`src/rtl/mac_result_accumulator.sv`:
```
`default_nettype none
//==============================================================================
// Module      : mac_result_accumulator
// Description : Sums a run of signed products from the sequential Booth
//               multiplier. Products arrive through the multiplier's
//               done/recieved handshake. The final sum is offered on a
//               valid/ready output port.
// Options     : MAC_ACC_SATURATE_EN - when defined, a signed overflow clamps
//               the accumulator to the most positive or most negative value.
//               When undefined, the accumulator wraps modulo 2^ACC_W. The
//               sticky overflow flag is raised in both builds.
// Revision    : 1.0 - initial release
//==============================================================================
module mac_result_accumulator #(
    parameter int N     = 32,
    parameter int ACC_W = 72,
    parameter int CNT_W = 8
) (
    input  logic               clk,
    input  logic               rst_n,
    input  logic               start,
    input  logic [CNT_W-1:0]   len,
    input  logic               mul_done,
    input  logic [2*N-1:0]     mul_prod,
    output logic               mul_recieved,
    output logic [ACC_W-1:0]   acc_out,
    output logic               acc_valid,
    input  logic               acc_ready,
    output logic               busy,
    output logic               overflow
);

    localparam logic [1:0] c_ST_IDLE      = 2'd0;
    localparam logic [1:0] c_ST_WAIT_DONE = 2'd1;
    localparam logic [1:0] c_ST_DROP      = 2'd2;
    localparam logic [1:0] c_ST_OUT       = 2'd3;

    localparam logic [ACC_W-1:0] c_ACC_MAX = {1'b0, {(ACC_W-1){1'b1}}};
    localparam logic [ACC_W-1:0] c_ACC_MIN = {1'b1, {(ACC_W-1){1'b0}}};

    logic [1:0]       r_state;
    logic [CNT_W-1:0] r_remaining;
    logic [ACC_W-1:0] r_acc;
    logic             r_ovf;
    logic             r_recieved;
    logic             r_valid;
    logic             r_busy;

    logic [1:0]       w_state_nxt;
    logic [CNT_W-1:0] w_remaining_nxt;
    logic [ACC_W-1:0] w_acc_nxt;
    logic             w_ovf_nxt;
    logic             w_recieved_nxt;
    logic             w_valid_nxt;

    logic [ACC_W-1:0] w_prod_ext;
    logic [ACC_W-1:0] w_sum;
    logic             w_add_ovf;
    logic [ACC_W-1:0] w_add_res;

    // Sign-extend the 2N-bit product to the accumulator width.
    assign w_prod_ext = ACC_W'($signed(mul_prod));
    assign w_sum      = r_acc + w_prod_ext;

    // Overflow only when both operands share a sign the result does not keep.
    assign w_add_ovf  = (r_acc[ACC_W-1] == w_prod_ext[ACC_W-1]) &&
                        (w_sum[ACC_W-1] != r_acc[ACC_W-1]);

`ifdef MAC_ACC_SATURATE_EN
    // Clamp toward the sign of the operands when the add overflows.
    assign w_add_res  = w_add_ovf ? (r_acc[ACC_W-1] ? c_ACC_MIN : c_ACC_MAX)
                                  : w_sum;
`else
    // Plain modulo-2^ACC_W wraparound.
    assign w_add_res  = w_sum;
`endif

    // Registered state and all registered outputs.
    always_ff @(posedge clk or negedge rst_n) begin
        if (!rst_n) begin
            r_state     <= c_ST_IDLE;
            r_remaining <= '0;
            r_acc       <= '0;
            r_ovf       <= 1'b0;
            r_recieved  <= 1'b0;
            r_valid     <= 1'b0;
            r_busy      <= 1'b0;
        end else begin
            r_state     <= w_state_nxt;
            r_remaining <= w_remaining_nxt;
            r_acc       <= w_acc_nxt;
            r_ovf       <= w_ovf_nxt;
            r_recieved  <= w_recieved_nxt;
            r_valid     <= w_valid_nxt;
            r_busy      <= (w_state_nxt != c_ST_IDLE);
        end
    end

    // Next-state and next-output decode; every register holds by default.
    always_comb begin
        w_state_nxt     = r_state;
        w_remaining_nxt = r_remaining;
        w_acc_nxt       = r_acc;
        w_ovf_nxt       = r_ovf;
        w_recieved_nxt  = r_recieved;
        w_valid_nxt     = r_valid;

        case (r_state)
            c_ST_IDLE: begin
                if (start) begin
                    w_acc_nxt       = '0;
                    w_ovf_nxt       = 1'b0;
                    w_remaining_nxt = len;
                    if (len == '0) begin
                        // Empty run reports a zero sum straight away.
                        w_valid_nxt = 1'b1;
                        w_state_nxt = c_ST_OUT;
                    end else begin
                        w_state_nxt = c_ST_WAIT_DONE;
                    end
                end
            end

            c_ST_WAIT_DONE: begin
                if (mul_done) begin
                    w_acc_nxt      = w_add_res;
                    w_ovf_nxt      = r_ovf | w_add_ovf;
                    if (r_remaining != '0) begin
                        w_remaining_nxt = r_remaining - 1'b1;
                    end
                    w_recieved_nxt = 1'b1;
                    w_state_nxt    = c_ST_DROP;
                end
            end

            c_ST_DROP: begin
                // The multiplier keeps done high one extra cycle after the
                // acknowledge; wait it out so the product is taken only once.
                if (!mul_done) begin
                    w_recieved_nxt = 1'b0;
                    if (r_remaining == '0) begin
                        w_valid_nxt = 1'b1;
                        w_state_nxt = c_ST_OUT;
                    end else begin
                        w_state_nxt = c_ST_WAIT_DONE;
                    end
                end
            end

            c_ST_OUT: begin
                if (acc_ready) begin
                    w_valid_nxt = 1'b0;
                    w_state_nxt = c_ST_IDLE;
                end
            end

            default: begin
                w_state_nxt    = c_ST_IDLE;
                w_recieved_nxt = 1'b0;
                w_valid_nxt    = 1'b0;
            end
        endcase
    end

    assign mul_recieved = r_recieved;
    assign acc_out      = r_acc;
    assign acc_valid    = r_valid;
    assign busy         = r_busy;
    assign overflow     = r_ovf;

endmodule
`default_nettype wire
```
`config.mk`:
```
export PLATFORM = sky130hd
export DESIGN_NAME = mac_result_accumulator
export DESIGN_NICKNAME = d
export VERILOG_FILES = /design/src/rtl/mac_result_accumulator.sv
export SDC_FILE = /design/constraint.sdc
export NUM_CORES = 1
export LEC_CHECK = 0
export ABC_AREA = 0
export BUFFER_PORTS_ARGS = -buffer_cell sky130_fd_sc_hd__buf_4
export CAP_MARGIN = 5
export CORE_MARGIN = 5
export CORE_UTILIZATION = 46
export CTS_BUF_LIST = sky130_fd_sc_hd__clkbuf_16
export DETAILED_ROUTE_END_ITERATION = 6
export GPL_TIMING_DRIVEN = 0
export PLACE_DENSITY = 0.78
export SETUP_SLACK_MARGIN = 0.5
export SYNTH_ARGS = -nofsm -noshare
export SYNTH_HDL_FRONTEND = slang
export SYNTH_SLANG_ARGS = --single-unit
```
`constraint.sdc`:
```
create_clock -name clk -period 8.3 [get_ports clk]
set_clock_uncertainty 0.1 [all_clocks]
set_input_delay 1.66 -clock clk [delete_from_list [all_inputs] [get_ports clk]]
set_output_delay 1.66 -clock clk [all_outputs]
set_load 0.005 [all_outputs]
```
Word-level counts from Yosys, hierarchy flattened --
Index checks and enable logic that the tools add are counted.
Cells by class: $add $sub $neg 2, multipliers 0, div/mod/pow operators 0, $lt $le $gt $ge 0, equal/unequal tests 12, shift operators 0, multiplexer cells 26, bitwise gates (word level) 1, reduce and logical (&&, ||, !) cells 13
Operators with widths (number):
- 2-to-1 mux 72 bit | 2
- one-hot mux 72 bit (2 select lines) | 1
- adder 72 bit | 1
- 2-to-1 mux 8 bit | 3
- logical NOT 8 bit | 2
- one-hot mux 8 bit (2 select lines) | 1
- inequality test 2 bit, second input constant | 7
- 2-to-1 mux 2 bit | 6
- 2-to-1 mux 1 bit | 9
- one-hot mux 2 bit (4 select lines) | 1
- nonzero test 8 bit | 1
- subtractor 8 x 1 -> 8 bit, second input constant | 1
- AND reduction 3 bit | 2
- AND reduction 6 bit | 1
- nonzero test 2 bit | 3
- equality test 2 bit, second input constant | 2
- one-hot mux 1 bit (2 select lines) | 2
- AND reduction 4 bit | 1
- one-hot mux 1 bit (3 select lines) | 1
- nonzero test 3 bit | 1
- equality test 2 x 1 -> 1 bit, second input constant | 1
- logical NOT 2 bit | 1
- equality test 1 bit | 1
- logical AND 1 bit | 1
- 2 further kinds | 2
Storage, ports and cells: bits in registers 86, bits in latches 0, bits in writable memories 0, ROM bits 0, output and inout port bits 76, word-level logic and storage cells 61, memories 0

Longest topological paths before layout --
depth after elaboration 6, depth in mapped cells 14, gate-level depth less buffers 14

Least setup slack after synthesis --
OpenSTA, ideal clock, no wires.
path kind in2reg, start input port mul_prod[0], end register r_acc[70] (netlist: acc_out[70]), library setup time 0.076 ns, data arrival time 4.310 ns, required time 8.124 ns, slack 3.814 ns, cell stages on the path 14, buffers on the path 0, cells stage by stage ha_1 inv_1 fa_1 and2b_4 o31ai_4 a32oi_1 a221o_2 a41oi_2 o2111ai_1 nand2_1 o41ai_2 a221oi_2 xor2_1 o21ai_1
Between the ends: cells in the longest elaborated chain, start to end 3
Ends and longest elaborated chain:
- from (decl) | RTL line 24 | input logic [2*N-1:0] mul_prod,
- adder 72 bit | RTL line 63 | assign w_sum = r_acc + w_prod_ext;
- 2-to-1 mux 72 bit | RTL line 125 | if (mul_done) begin
- one-hot mux 72 bit (2 select lines) | RTL line 108 | case (r_state)
- to (signal assigned) | RTL line 91 | r_acc <= w_acc_nxt;
- to (decl) | RTL line 43 | logic [ACC_W-1:0] r_acc;
No other way between the ends. The select of a mux whose other input is x is not followed. A chain may end at the register's enable or synchronous reset.

Final worst setup path --
Ends and elaborated chain as after synthesis.

==> results.sh <==
export IMPL_slew_headroom=0.244
export IMPL_drt_iter0_markers=467
export IMPL_wl_per_cell_um=16.3
export IMPL_h_tree_depth=3
export IMPL_path_class="in2reg"
export IMPL_p_int_mw=1.60
export IMPL_ys_ff_latch=86
export IMPL_port_buffers=151
export IMPL_hpwlAfterDp_um=16500
export IMPL_cp_top_family="compound AO/OA/AOI/OAI gates"
export IMPL_powerDensity_nw_per_um2=326
export IMPL_nets=1240
export IMPL_grt_max_degree=87
export IMPL_grt_overflow=0
export IMPL_synth_warning_count=0
export IMPL_hold_start="acc_out[39]"
export IMPL_fill_cells=1530
export IMPL_p_leak_nw=4.32
export IMPL_gp_congestion=0.920
export IMPL_grt_first_pass_wirelength_um=34600
export IMPL_cp_required_ns=8.42
export IMPL_pwr_share_seq=0.237
export IMPL_startpoint_type="input pin"
export IMPL_cts_buffers=9
export IMPL_synthTopCellsByArea="dfrtp_1 (29%), ha_1 (12%), o21ai_0 (7.8%)"
export IMPL_postCtsSetupBuffers=0
export IMPL_fin_crit_ns=4.89
export IMPL_worst_slew_pin_slew_ns=1.13
export IMPL_syn_to_final_growth_pct=22.7
export IMPL_p_sw_mw=1.38
export IMPL_clkLatencyLatePin_ns=0.35
export IMPL_antenna_cells=0
export IMPL_hold_violations=0
export IMPL_core_um2=15900
export IMPL_slowest_delay_ns=0.49
export IMPL_cp_end_kind="flop"
export IMPL_synth_avg_cell_area_um2=8.03
export IMPL_async_reset_ff_frac=1.00
export IMPL_fmax_mhz=204
export IMPL_cts_sinks=86
export IMPL_grt_total_usage=0.226
export IMPL_grt_pass1_vias=7150
export IMPL_drc=0
export IMPL_drt_total_wl_um=21300
export IMPL_rsz0062_at_grt="no"
export IMPL_max_cap_violations=0
export IMPL_synth_edf_count=0
export IMPL_dr_pass1_iters=7
export IMPL_rows=46
export IMPL_start_util=0.469
export IMPL_clkPwrFrac=0.139
export IMPL_ioPinCount=153
export IMPL_status="finished, final reports clean"
export IMPL_cts_tree="yes"
export IMPL_design_area_um2=9150
export IMPL_arrival_ns=5.01
export IMPL_synth_cells=928
export IMPL_post_drt_via_cell_ratio=5.69
export IMPL_setup_worst_path_start="mul_prod[0]"
export IMPL_switching_share=0.462
export IMPL_final_setup_viol_count=0
export IMPL_vdd_drop_max_mv=0.162
export IMPL_comb_power_share=0.623
export IMPL_critPathMaxFanout=5
export IMPL_yosys_cell_types_count=74
export IMPL_cts_root_buffer="clkbuf_16"
export IMPL_dpl_instance_area_um2=8860
export IMPL_critPathBufInv=2
export IMPL_clockBufferDepth=2
export IMPL_synth_most_common_cell="nand2_1"
export IMPL_synth_top_area_cell="dfrtp_1"
export IMPL_synth_common_cells="nand2_1 (132), o21ai_0 (116), a21oi_1 (91)"
export IMPL_ys_seq_area_frac=0.289
export IMPL_synth_flop_cell="dfrtp_1"
export IMPL_path_cells="buf_4, ha_1, inv_1, fa_1, and2b_4, o31ai_4, a32oi_1, a221o_2, a41oi_2, o2111ai_1, nand2_1, o41ai_2, a221oi_2, xor2_1, o21ai_1"
export IMPL_drv_slew=0
export IMPL_vias=7453
export IMPL_hold_path_class="reg2reg"
export IMPL_finalPower_mw=2.98
export IMPL_hold_buffers=0
export IMPL_fp_dieH_um=137
export IMPL_antenna_found_initial=0
export IMPL_finalCritPeriodShare=0.589
export IMPL_finalSetupTns_ns=0
export IMPL_synth_top_area_share=0.289
export IMPL_cts_clk_slew_worst_paths_ns=0.07
export IMPL_drive_gt1_frac=0.183
export IMPL_cts_resized=0
export IMPL_cp_slowest_cell="o41ai_2"
export IMPL_syn_num_nets=1078
export IMPL_ant_nets=0
export IMPL_timing_rr_start="acc_out[0]"
export IMPL_die_width_um=137
export IMPL_fp_dieArea_um2=18800
export IMPL_syn_area_um2=7450
-- through the flow --
step,cells,setup WS (ns),util,hold slack [ns]
4_1_cts,1310,3.46,0.576,0.419
3_3_place_gp,1295,3.18,0.558,0.381
6_report,1310,3.41,0.576,0.412
5_1_grt,1310,3.23,0.576,0.442
3_5_place_dp,1295,3.09,0.558,0.405
2_1_floorplan,928,3.81,-,0.384
-- area by class of cell --
| cell class | instances | area [um2] | share of cell area |
|---|---|---|---|
| Buffer | 51 | 203 | 0.0222 |
| Clock buffer | 9 | 225 | 0.0246 |
| Clock inverter | 6 | 63.8 | 0.00698 |
| Inverter | 24 | 90.1 | 0.00985 |
| Multi-Input combinational cell | 767 | 5010 | 0.548 |
| Sequential cell | 86 | 2150 | 0.235 |
| Tap cell | 216 | 270 | 0.0295 |
| Timing Repair Buffer | 151 | 1130 | 0.124 |
-- power groups by stage --
stage / Clock, mW / Sequential, mW / Combinational, mW
after CTS: 0.424 / 0.707 / 1.85
after floorplan: 0 / 0.699 / 1.27
final: 0.416 / 0.707 / 1.86
after global routing: 0.440 / 0.731 / 2.09
after detailed placement: 0 / 0.713 / 1.84
after global placement: 0 / 0.707 / 1.81
-- layout by cell type (no fill, tap or decap), drive strengths merged, types with 5 or more instances in the layout --
cell type  synthesis  layout
nor4               5       5
ha                72      72
dfrtp             86      86
and3               8       8
and2               5       5
a31oi              8       8
nand2b             6       6
nor3              16      16
a221oi             7       7
o21a               6       6
xnor2             39      39
a21boi             5       5
and4               6       6
nand3             15      15
clkbuf            42      51
nor2              42      42
nand2            132     132
nor2b              5       5
o211ai             6       6
buf                9     160
o21ai            128     128
a21o              35      35
inv               24      26
or2                6       6
xor2              28      28
a21oi             92      92
o21bai            12      12
or3                6       6
o31ai              8       8
nand4             19      19
-- layer usage --
metal | wire, um | part of all wire | global-route usage
met5 | 0 | 0 | 0
met2 | 9660 | 0.45 | 0.363
met3 | 1530 | 0.072 | 0.0526
met1 | 9830 | 0.46 | 0.305
met4 | 300 | 0.014 | 0.0665
-- cells by family after synthesis --
group	share of synthesized area
xor gates and xnor gates	0.0787
DFF	0.289
and+or+nand+nor	0.177
buffers and inverters	0.0393
adders and majority gates	0.124
muxes	0.00134
AOI/OAI and AO/OA	0.292
-- tightest hold or removal path, cell delays in order, from the launching register on --
cell	delay, ns
dfrtp_1	0.37
nand2_1	0.05
o21ai_0	0.06
-- worst paths after layout --
path | endpoint | slack [ns] | cells after the start
max in group asynchronous | acc_out[49] | 5.94 | 1
worst min register to register | acc_out[39] | 0.41 | 2
worst max register to register | acc_out[70] | 4.40 | 14
min in group asynchronous | acc_out[24] | 1.43 | 1
worst min-delay path | acc_out[39] | 0.41 | 2
worst max-delay path | acc_out[70] | 3.41 | 15
-- state kept, by name, summed over array words and instances, names as in the netlist --
signal and flops:
acc_valid 1, busy 1, r_remaining 8, r_state 2, mul_recieved 1, overflow 1, acc_out 72
(Power assumes the default switching activity.)
